$ cat src/rtl/mem_stream_writer_pkg.sv
// mem_stream_writer_pkg
//   Shared definitions for mem_stream_writer. Contents:
//   - CSR word offsets
//   - CONTROL and STATUS bit positions
//   - transfer FSM state type
//   - helper that packs the STATUS word
package mem_stream_writer_pkg;

  localparam logic [2:0] CSR_START_ADDR = 3'd0;
  localparam logic [2:0] CSR_LENGTH     = 3'd1;
  localparam logic [2:0] CSR_CONTROL    = 3'd2;
  localparam logic [2:0] CSR_STATUS     = 3'd3;
  localparam logic [2:0] CSR_CHECKSUM   = 3'd4;

  localparam int unsigned CTRL_GO_BIT    = 0;
  localparam int unsigned CTRL_ABORT_BIT = 1;

  localparam int unsigned STAT_BUSY_BIT    = 0;
  localparam int unsigned STAT_DONE_BIT    = 1;
  localparam int unsigned STAT_ABORTED_BIT = 2;

  typedef enum logic [1:0] {
    IDLE = 2'd0,
    RUN  = 2'd1,
    DONE = 2'd2
  } state_t;

  function automatic logic [31:0] pack_status(input logic busy, input logic done,
                                              input logic aborted, input logic [15:0] count);
    logic [31:0] s;
    s = '0;
    s[STAT_BUSY_BIT]    = busy;
    s[STAT_DONE_BIT]    = done;
    s[STAT_ABORTED_BIT] = aborted;
    s[31:16]            = count;
    return s;
  endfunction

endpackage

$ cat src/rtl/msw_sync_fifo.sv
// msw_sync_fifo
//   Single-clock FIFO buffering stream words ahead of the RAM write port.
//   Pop data is presented combinationally from the head entry.
//   Ports:
//     clk, reset_n        clock, asynchronous active-low reset
//     push, push_data     write one entry (ignored when full unless popping too)
//     pop                 remove head entry (ignored when empty)
//     flush               discard all entries (wins over push/pop)
//     pop_data            head entry
//     full, empty         occupancy flags
module msw_sync_fifo #(
  parameter int unsigned DEPTH = 4,
  parameter int unsigned WIDTH = 32
) (
  input  logic             clk,
  input  logic             reset_n,
  input  logic             push,
  input  logic [WIDTH-1:0] push_data,
  input  logic             pop,
  input  logic             flush,
  output logic [WIDTH-1:0] pop_data,
  output logic             full,
  output logic             empty
);

  localparam int unsigned PTR_W = $clog2(DEPTH);

  logic [WIDTH-1:0] mem [DEPTH];
  logic [PTR_W:0]   wr_ptr;
  logic [PTR_W:0]   rd_ptr;
  logic             do_push;
  logic             do_pop;

  // Extra MSB on each pointer distinguishes full from empty.
  assign empty = (wr_ptr == rd_ptr);
  assign full  = (wr_ptr[PTR_W] != rd_ptr[PTR_W]) &&
                 (wr_ptr[PTR_W-1:0] == rd_ptr[PTR_W-1:0]);

  assign do_pop  = pop && !empty;
  assign do_push = push && (!full || do_pop);

  assign pop_data = mem[rd_ptr[PTR_W-1:0]];

  always_ff @(posedge clk or negedge reset_n) begin
    if (!reset_n) begin
      wr_ptr <= '0;
      rd_ptr <= '0;
    end else if (flush) begin
      wr_ptr <= '0;
      rd_ptr <= '0;
    end else begin
      if (do_push) wr_ptr <= wr_ptr + 1'b1;
      if (do_pop)  rd_ptr <= rd_ptr + 1'b1;
    end
  end

  always_ff @(posedge clk) begin
    if (do_push && !flush) mem[wr_ptr[PTR_W-1:0]] <= push_data;
  end

endmodule

$ cat src/rtl/mem_stream_writer.sv
// mem_stream_writer
//   Avalon-ST sink feeding an Avalon-MM write master. The master fills a
//   32-bit on-chip RAM one word per clock, starting at a programmable word
//   address and wrapping from MEM_DEPTH-1 to 0. Software drives it through a
//   small CSR slave.
//
//   Optional feature macro: MEM_STREAM_WRITER_CHECKSUM_EN. When it is defined,
//   a 32-bit wrapping sum of the written words is kept. The sum is readable at
//   CSR 4; otherwise CSR 4 reads 0.
//
//   Ports:
//     clk, reset_n                      clock, asynchronous active-low reset
//     csr_address/write/writedata/read  CSR slave; readdata valid cycle after read
//     csr_readdata                      CSR read data
//     snk_data/valid/ready              stream sink
//     m_address/byteenable/chipselect/write/writedata/clken
//                                       RAM master (no waitrequest)
module mem_stream_writer
  import mem_stream_writer_pkg::*;
#(
  parameter int unsigned MEM_DEPTH  = 2560,
  parameter int unsigned ADDR_W     = 12,
  parameter int unsigned FIFO_DEPTH = 4
) (
  input  logic              clk,
  input  logic              reset_n,
  input  logic [2:0]        csr_address,
  input  logic              csr_write,
  input  logic [31:0]       csr_writedata,
  input  logic              csr_read,
  output logic [31:0]       csr_readdata,
  input  logic [31:0]       snk_data,
  input  logic              snk_valid,
  output logic              snk_ready,
  output logic [ADDR_W-1:0] m_address,
  output logic [3:0]        m_byteenable,
  output logic              m_chipselect,
  output logic              m_write,
  output logic [31:0]       m_writedata,
  output logic              m_clken
);

  localparam logic [ADDR_W-1:0] LAST_ADDR = ADDR_W'(MEM_DEPTH - 1);

  state_t            state;
  state_t            state_nxt;
  logic [ADDR_W-1:0] start_addr;
  logic [ADDR_W-1:0] start_eff;
  logic [ADDR_W-1:0] addr;
  logic [15:0]       length;
  logic [15:0]       run_len;
  logic [15:0]       accepted;
  logic [15:0]       written;
  logic              aborted;
  logic              ctrl_wr;
  logic              go;
  logic              abort;
  logic              start;
  logic              flush;
  logic              pop;
  logic              push;
  logic              fifo_full;
  logic              fifo_empty;
  logic [31:0]       fifo_data;
  logic [31:0]       checksum_rd;
  logic              csr_wdata_unused;

  assign csr_wdata_unused = ^csr_writedata[31:16];

  assign m_byteenable = 4'hF;
  assign m_clken      = 1'b1;
  assign m_chipselect = m_write;

  assign ctrl_wr = csr_write && (csr_address == CSR_CONTROL);
  assign abort   = ctrl_wr && csr_writedata[CTRL_ABORT_BIT];
  // ABORT in the same write suppresses GO.
  assign go      = ctrl_wr && csr_writedata[CTRL_GO_BIT] && !csr_writedata[CTRL_ABORT_BIT];

  // Out-of-range start addresses are clamped to 0, not folded.
  assign start_eff = (32'(start_addr) >= MEM_DEPTH) ? '0 : start_addr;

  assign push = snk_valid && snk_ready;

  msw_sync_fifo #(
    .DEPTH (FIFO_DEPTH),
    .WIDTH (32)
  ) u_fifo (
    .clk       (clk),
    .reset_n   (reset_n),
    .push      (push),
    .push_data (snk_data),
    .pop       (pop),
    .flush     (flush),
    .pop_data  (fifo_data),
    .full      (fifo_full),
    .empty     (fifo_empty)
  );

  always_ff @(posedge clk or negedge reset_n) begin
    if (!reset_n) state <= IDLE;
    else          state <= state_nxt;
  end

  always_comb begin
    state_nxt = state;
    start     = 1'b0;
    flush     = 1'b0;
    pop       = 1'b0;
    snk_ready = 1'b0;
    unique case (state)
      IDLE, DONE: begin
        if (go) begin
          start     = 1'b1;
          flush     = 1'b1;
          state_nxt = (length == '0) ? DONE : RUN;
        end
      end
      RUN: begin
        if (abort) begin
          flush     = 1'b1;
          state_nxt = IDLE;
        end else begin
          snk_ready = !fifo_full && (accepted < run_len);
          pop       = !fifo_empty;
          // written counts pops, so equality is seen during the final m_write cycle.
          if (written == run_len) state_nxt = DONE;
        end
      end
      default: state_nxt = IDLE;
    endcase
  end

  always_ff @(posedge clk or negedge reset_n) begin
    if (!reset_n) begin
      m_write     <= 1'b0;
      m_address   <= '0;
      m_writedata <= '0;
      addr        <= '0;
      accepted    <= '0;
      written     <= '0;
      run_len     <= '0;
      aborted     <= 1'b0;
    end else begin
      m_write <= pop;
      if (pop) begin
        m_address   <= addr;
        m_writedata <= fifo_data;
        addr        <= (addr == LAST_ADDR) ? '0 : addr + 1'b1;
        written     <= written + 16'd1;
      end
      if (push) accepted <= accepted + 16'd1;
      if (start) begin
        accepted <= '0;
        written  <= '0;
        addr     <= start_eff;
        run_len  <= length;
        aborted  <= 1'b0;
      end
      if ((state == RUN) && abort) aborted <= 1'b1;
    end
  end

`ifdef MEM_STREAM_WRITER_CHECKSUM_EN
  logic [31:0] checksum;

  always_ff @(posedge clk or negedge reset_n) begin
    if (!reset_n)   checksum <= '0;
    else if (start) checksum <= '0;
    else if (pop)   checksum <= checksum + fifo_data;
  end

  assign checksum_rd = checksum;
`else
  assign checksum_rd = '0;
`endif

  always_ff @(posedge clk or negedge reset_n) begin
    if (!reset_n) begin
      start_addr <= '0;
      length     <= '0;
    end else if (csr_write) begin
      if (csr_address == CSR_START_ADDR) start_addr <= csr_writedata[ADDR_W-1:0];
      if (csr_address == CSR_LENGTH)     length     <= csr_writedata[15:0];
    end
  end

  always_ff @(posedge clk or negedge reset_n) begin
    if (!reset_n) begin
      csr_readdata <= '0;
    end else if (csr_read) begin
      case (csr_address)
        CSR_START_ADDR: csr_readdata <= 32'(start_addr);
        CSR_LENGTH:     csr_readdata <= 32'(length);
        CSR_STATUS:     csr_readdata <= pack_status(state == RUN, state == DONE, aborted, written);
        CSR_CHECKSUM:   csr_readdata <= checksum_rd;
        default:        csr_readdata <= '0;
      endcase
    end
  end

endmodule

$ cat config.mk
export PLATFORM = sky130hd
export DESIGN_NAME = mem_stream_writer
export DESIGN_NICKNAME = d
export VERILOG_FILES = /design/src/rtl/mem_stream_writer_pkg.sv /design/src/rtl/msw_sync_fifo.sv /design/src/rtl/mem_stream_writer.sv
export SDC_FILE = /design/constraint.sdc
export NUM_CORES = 1
export LEC_CHECK = 0
export CAP_MARGIN = 20
export CELL_PAD_IN_SITES_DETAIL_PLACEMENT = 1
export CELL_PAD_IN_SITES_GLOBAL_PLACEMENT = 1
export CORE_MARGIN = 1.5
export CORE_UTILIZATION = 30
export DETAILED_ROUTE_END_ITERATION = 10
export PLACE_DENSITY_LB_ADDON = 0.1
export SLEW_MARGIN = 20
export SYNTH_ARGS = -nofsm -noshare
export SYNTH_HDL_FRONTEND = slang
export SYNTH_HIERARCHICAL = 1
export SYNTH_SLANG_ARGS = --single-unit
$ cat constraint.sdc
create_clock -name clk -period 3.55 [get_ports clk]
set_input_delay 0.355 -clock clk [delete_from_list [all_inputs] [get_ports clk]]
set_output_delay 0.355 -clock clk [all_outputs]
set_load 0.01 [all_outputs]
Word level (Yosys, flattened, before mapping)
Memory sizes are Yosys's and may differ from the RTL's. A register that Yosys moved wholly into a read port is not among the register bits.
Cells that the tools add are included.
Word-level totals
  register bits after elaboration: 142
  bits of input ports: 72
  memories kept: 1
  RAM bits: 128
Memories
  u_fifo.mem: words 4, bits a word 32, rd ports 1, clocked after memory_dff 1, wr ports 1, RTL line msw_sync_fifo.sv:28  | logic [WIDTH-1:0] mem [DEPTH];
Operators by class
  order comparisons: 2
  reduce and logical (&&, ||, !) cells: 29
  multiplexer cells: 30
  eq/ne operators: 12
  add/sub/neg operators: 5
Operators with widths (number)
  case mux 32 bit (3 select lines): 1
  2-to-1 mux 16 bit: 4
  2-to-1 mux 12 bit: 4
  adder 16 x 1 -> 16 bit, second input constant: 2
  equality test 16 bit: 1
  zero test 16 bit: 1
  < comparator 16 bit: 1
  adder 12 x 1 -> 12 bit, second input constant: 1
  equality test 12 bit, second input constant: 1
  greater-or-equal comparator 12 bit, second input constant: 1
  2-to-1 mux 3 bit: 4
  logical AND 1 bit: 11
  2-to-1 mux 1 bit: 11
  nonzero test 2 bit: 5
  2-to-1 mux 2 bit: 4
  adder 3 x 1 -> 3 bit, second input constant: 2
  equality test 3 x 2 -> 1 bit, second input constant: 2
  AND reduction 2 bit: 3
  zero test 1 bit: 5
  case mux 2 bit (2 select lines): 1
  equality test 3 x 1 -> 1 bit, second input constant: 1
  equality test 3 bit: 1
  zero test 3 bit: 1
  != test 3 bit, second input constant: 1
  other kinds (9): 9

Depth between registers and ports, before layout
  depth after elaboration: 11
  depth in mapped cells: 13
  depth with buffers taken out: 10

By module
The synthesis kept the hierarchy.
By module, submodules not included
  mem_stream_writer: area each 7872.6 um2, times used 1, cells an instance 824
  msw_sync_fifo: area each 5182.5 um2, times used 1, cells an instance 223

Worst setup path after synthesis
Ideal clock, no wire load.
  kind: reg-to-reg
  from: register u_fifo.rd_ptr[1]
  to: memory u_fifo.mem[3][0], enable pin
  setup time: 0.392 ns
  data arrival time: 3.051 ns
  setup slack: 0.107 ns
  cell stages (with the launch flop): 14
  buffers on the path: 3
  path through: dfrtp_1 -> buf_4 -> xnor2_4 -> nand2_1 -> nor2_1 -> a2111oi_4 -> and3_1 -> or3b_1 -> buf_2 -> inv_2 -> buf_4 -> nand2b_1 -> a41oi_1 -> and2_1
On the way
  longest elaborated chain between the ends: 11
Ends and longest elaborated chain
  from (decl): RTL line msw_sync_fifo.sv:30  | logic [PTR_W:0] rd_ptr;
  from (signal assigned): RTL line msw_sync_fifo.sv:53  | if (do_pop) rd_ptr <= rd_ptr + 1'b1;
  equality test 2 bit: RTL line msw_sync_fifo.sv:37  | (wr_ptr[PTR_W-1:0] == rd_ptr[PTR_W-1:0]);
  logical AND 1 bit: RTL line msw_sync_fifo.sv:36  | assign full = (wr_ptr[PTR_W] != rd_ptr[PTR_W]) &&
  net fifo_full: RTL line mem_stream_writer.sv:62  | logic fifo_full;
  zero test 1 bit: RTL line mem_stream_writer.sv:123  | snk_ready = !fifo_full && (accepted < run_len);
  logical AND 1 bit: RTL line mem_stream_writer.sv:123
  2-to-1 mux 1 bit: RTL line mem_stream_writer.sv:119  | if (abort) begin
  2-to-1 mux 1 bit: RTL line mem_stream_writer.sv:110  | unique case (state)
  logical AND 1 bit: RTL line mem_stream_writer.sv:82  | assign push = snk_valid && snk_ready;
  net push: RTL line mem_stream_writer.sv:61  | logic push;
  logical AND 1 bit: RTL line msw_sync_fifo.sv:40  | assign do_push = push && (!full || do_pop);
  logical AND 1 bit: RTL line msw_sync_fifo.sv:58  | if (do_push && !flush) mem[wr_ptr[PTR_W-1:0]] <= push_data;
  2-to-1 mux 1 bit: RTL line msw_sync_fifo.sv:58
  2-to-1 mux 1 bit (not written as such): RTL line msw_sync_fifo.sv:58
  to (decl): RTL line msw_sync_fifo.sv:28
The timed path passes the listed nets, and every way through them passes these cells.

Worst setup path after layout
  from: register accepted[10]
  to: output snk_ready
On the way
  longest elaborated chain between the ends: 4
Ends and longest elaborated chain
  from (decl): RTL line mem_stream_writer.sv:52  | logic [15:0] accepted;
  from (signal assigned): RTL line mem_stream_writer.sv:151  | if (push) accepted <= accepted + 16'd1;
  < comparator 16 bit: RTL line mem_stream_writer.sv:123
  logical AND 1 bit: RTL line mem_stream_writer.sv:123
  2-to-1 mux 1 bit: RTL line mem_stream_writer.sv:119
  2-to-1 mux 1 bit: RTL line mem_stream_writer.sv:110
  to (decl): RTL line mem_stream_writer.sv:34  | output logic snk_ready,
Every way passes these cells.

==> impl_metrics.ini <==
[clocking]
cts_buffers = 37
clk_pin_slew_ps = 60
ctsResizeCount = 0
clk_latency_ps = 540
cts_hold_buf = 1
cts_setup_buffers = 0
ctsHtreeMaxLevel = 2
cts_root_buf = clkbuf_16
cts_tree = yes
clock_sinks = 302
cts_buffer_depth = 3

[cells_and_area]
nets = 1294
multiInputGateArea_um2 = 4390
insertedDiodeCount = 0
stdcell_count = 1810
layout_commonest_cell = nand2_1
fillers = 4604
syn_to_final_growth_pct = 26.0
final_cell_mix = nand2_1 (201), dfrtp_1 (173), clkdlybuf4s50_1 (133)
drive_gt1_share_pct = 13.8
regArea_um2 = 8200

[placement]
numPlacedInstances = 1744
dpl.hpwl_um = 22500
place.gp.congestion = 0.738
place.port_buffers = 134

[timing]
hold-worst-slack_ps = 294
fin_crit_ps = 3300
grt_setup_unrepaired = no
final.setup_skew_ps = 13.7
tns_ps = 0
finalSetupViolations = 0
drv_slew = 0
fin_crit_sh_pct = 93.0
timing_hold_violations_final = 0
fmax_mhz = 303
tightest_slew_ps = 965
relSlewSlack_pct = 35.0

[critical_path]
required_ps = 3190
arrival_ps = 2950
cp_top_family = simple AND/OR/NAND/NOR gates
cp-end-kind = primary output
slowest_stage = clkdlybuf4s50_1
crit_chain = ha_1 > nand4_1 > or3_1 > o32ai_1 > nor3_1 > clkdlybuf4s50_1
crit_fanout = 6
cp.buffers_inverters = 1
critPathLaunchType = flip-flop
cpPeakStageDelay_ps = 520
crit_type = reg2out

[drt]
via_per_inst = 4.68
drt_iter0_markers = 288
wl_per_cell_um = 18.9
vias = 8479
wl_um = 34200
firstDrtPassIters = 4
drc = 0
ant_nets = 0

[synth]
synth.distinct_cells = 70
async_reset_ff_share_pct = 57.6
synth-edff-count = 128
syn_area_per_cell_um2 = 12.5
ys_warn_count = 6
netlist_instances = 1047
yosysSeqAreaShare_pct = 62.8
ys_ff_latch = 302
synthFlopType = dfrtp_1
syn_area_um2 = 13100

[power]
clock_power_share_pct = 35.6
power_switching_mw = 3.13
ir_drop_mv = 0.386
power_mw = 10.8
comb_power_share_pct = 22.6
cellPowerDensity_nw_per_um2 = 659
p_leak_nw = 6.58
seqPwrFrac_pct = 41.8
p_int_mw = 7.70
p_sw_share_pct = 28.9

[die]
die_h_um = 212
die_area_um2 = 44800
rows = 76
start_util_pct = 30.4
fp.dieW_um = 212
core_area_um2 = 43000
io_pins = 156

[grt]
overflow = 0
antenna_found_initial = 1
grt_use_total_pct = 16.1
grt_pass1_wl_um = 55300
grt_pass1_vias = 9438
grt_max_degree = 60

[worst_hold_path]
hold_path_class = in2async

[flow_run]
maxCapViolations = 0

[outcome]
status = finished, final reports clean
[flip-flops by register name (all words and copies together) (netlist names)]
register / flops
u_fifo/mem: 128
csr_readdata: 32
m_writedata: 32
accepted: 16
length: 16
run_len: 16
written: 16
addr: 12
m_address: 12
start_addr: 12
u_fifo/rd_ptr: 3
u_fifo/wr_ptr: 3
state: 2
aborted: 1
m_chipselect: 1
[worst paths after layout]
kind | startpoint | to | slack [ps] | cells past startpoint
max | accepted[10] | snk_ready | 250 | 6
max reg2reg | u_fifo/rd_ptr[2] | u_fifo/mem[3][19] | 450 | 10
min | reset_n | csr_readdata[3] | 290 | 2
min in group clk | snk_data[30] | u_fifo/mem[2][30] | 450 | 1
max in group asynchronous | reset_n | u_fifo/rd_ptr[0] | 2350 | 3
min reg2reg | m_writedata[30] | m_writedata[30] | 470 | 2
[cell usage after synthesis, types with 9 or more instances]
library cell / count / share of area [%]
nand3_1: 15 / 0.58
o21ai_0: 62 / 2.4
dfrtp_1: 174 / 33
nor2_1: 47 / 1.4
nand2_1: 201 / 5.8
ha_1: 23 / 2.2
nand2b_1: 10 / 0.48
nand4_1: 16 / 0.77
clkbuf_1: 32 / 0.92
inv_1: 62 / 1.8
xor2_1: 23 / 1.5
mux4_2: 32 / 5.5
a21oi_1: 21 / 0.81
edfxtp_1: 128 / 29
nor4_1: 9 / 0.43
mux2_2: 27 / 2.3
mux2i_1: 14 / 1.1
o22ai_1: 17 / 0.81
buf_4: 12 / 0.69
[layout make-up]
cell class	count	share of cell area (%)
flip-flops and latches	302	49.9
multi-input cells	629	26.7
repair buffers	165	10.1
clock buffers	50	6.17
well taps	585	4.45
inverters	64	1.46
clock inverters	15	1.27
[cell families (layout without fill, tap and decap cells)]
kind of cell	after synthesis	count (layout)	synth area share (%)
fa+ha+maj	23	23	2.20
xor+xnor	34	34	2.63
other cells	1	5	0.0287
simple gates	348	348	12.3
flops	302	302	62.8
buf+inv	120	294	3.89
mux	76	76	9.21
compound gates	143	143	6.97
[stage by stage]
step           utilization (%)  instance area [um2]  setup slack, ps
6_report                  38.3                16400              250
3_5_place_dp              35.4                15200              130
4_1_cts                   38.3                16400              146
2_1_floorplan                -                13100              107
5_1_grt                   38.3                16400             47.8
3_3_place_gp              35.4                15200              142
[power by group through the flow]
stage	combinational (mW)	clock [mW]	sequential, mW
2_1_floorplan	1.49	0	4.54
3_3_place_gp	2.49	0	4.59
3_5_place_dp	2.52	0	4.60
4_1_cts	2.54	4.01	4.54
5_1_grt	2.76	4.12	4.60
6_report	2.45	3.85	4.53
[routing by layer]
metal / up-vias / wire length (um) / global-route usage (%)
li1: 4002 / - / -
met1: 4275 / 15800 / 21.2
met2: 143 / 16300 / 26.8
met3: 57 / 1280 / 2.95
met4: 2 / 846 / 5.52
met5: - / 12 / 0
Note: power is estimated with default switching activity, not from simulation.
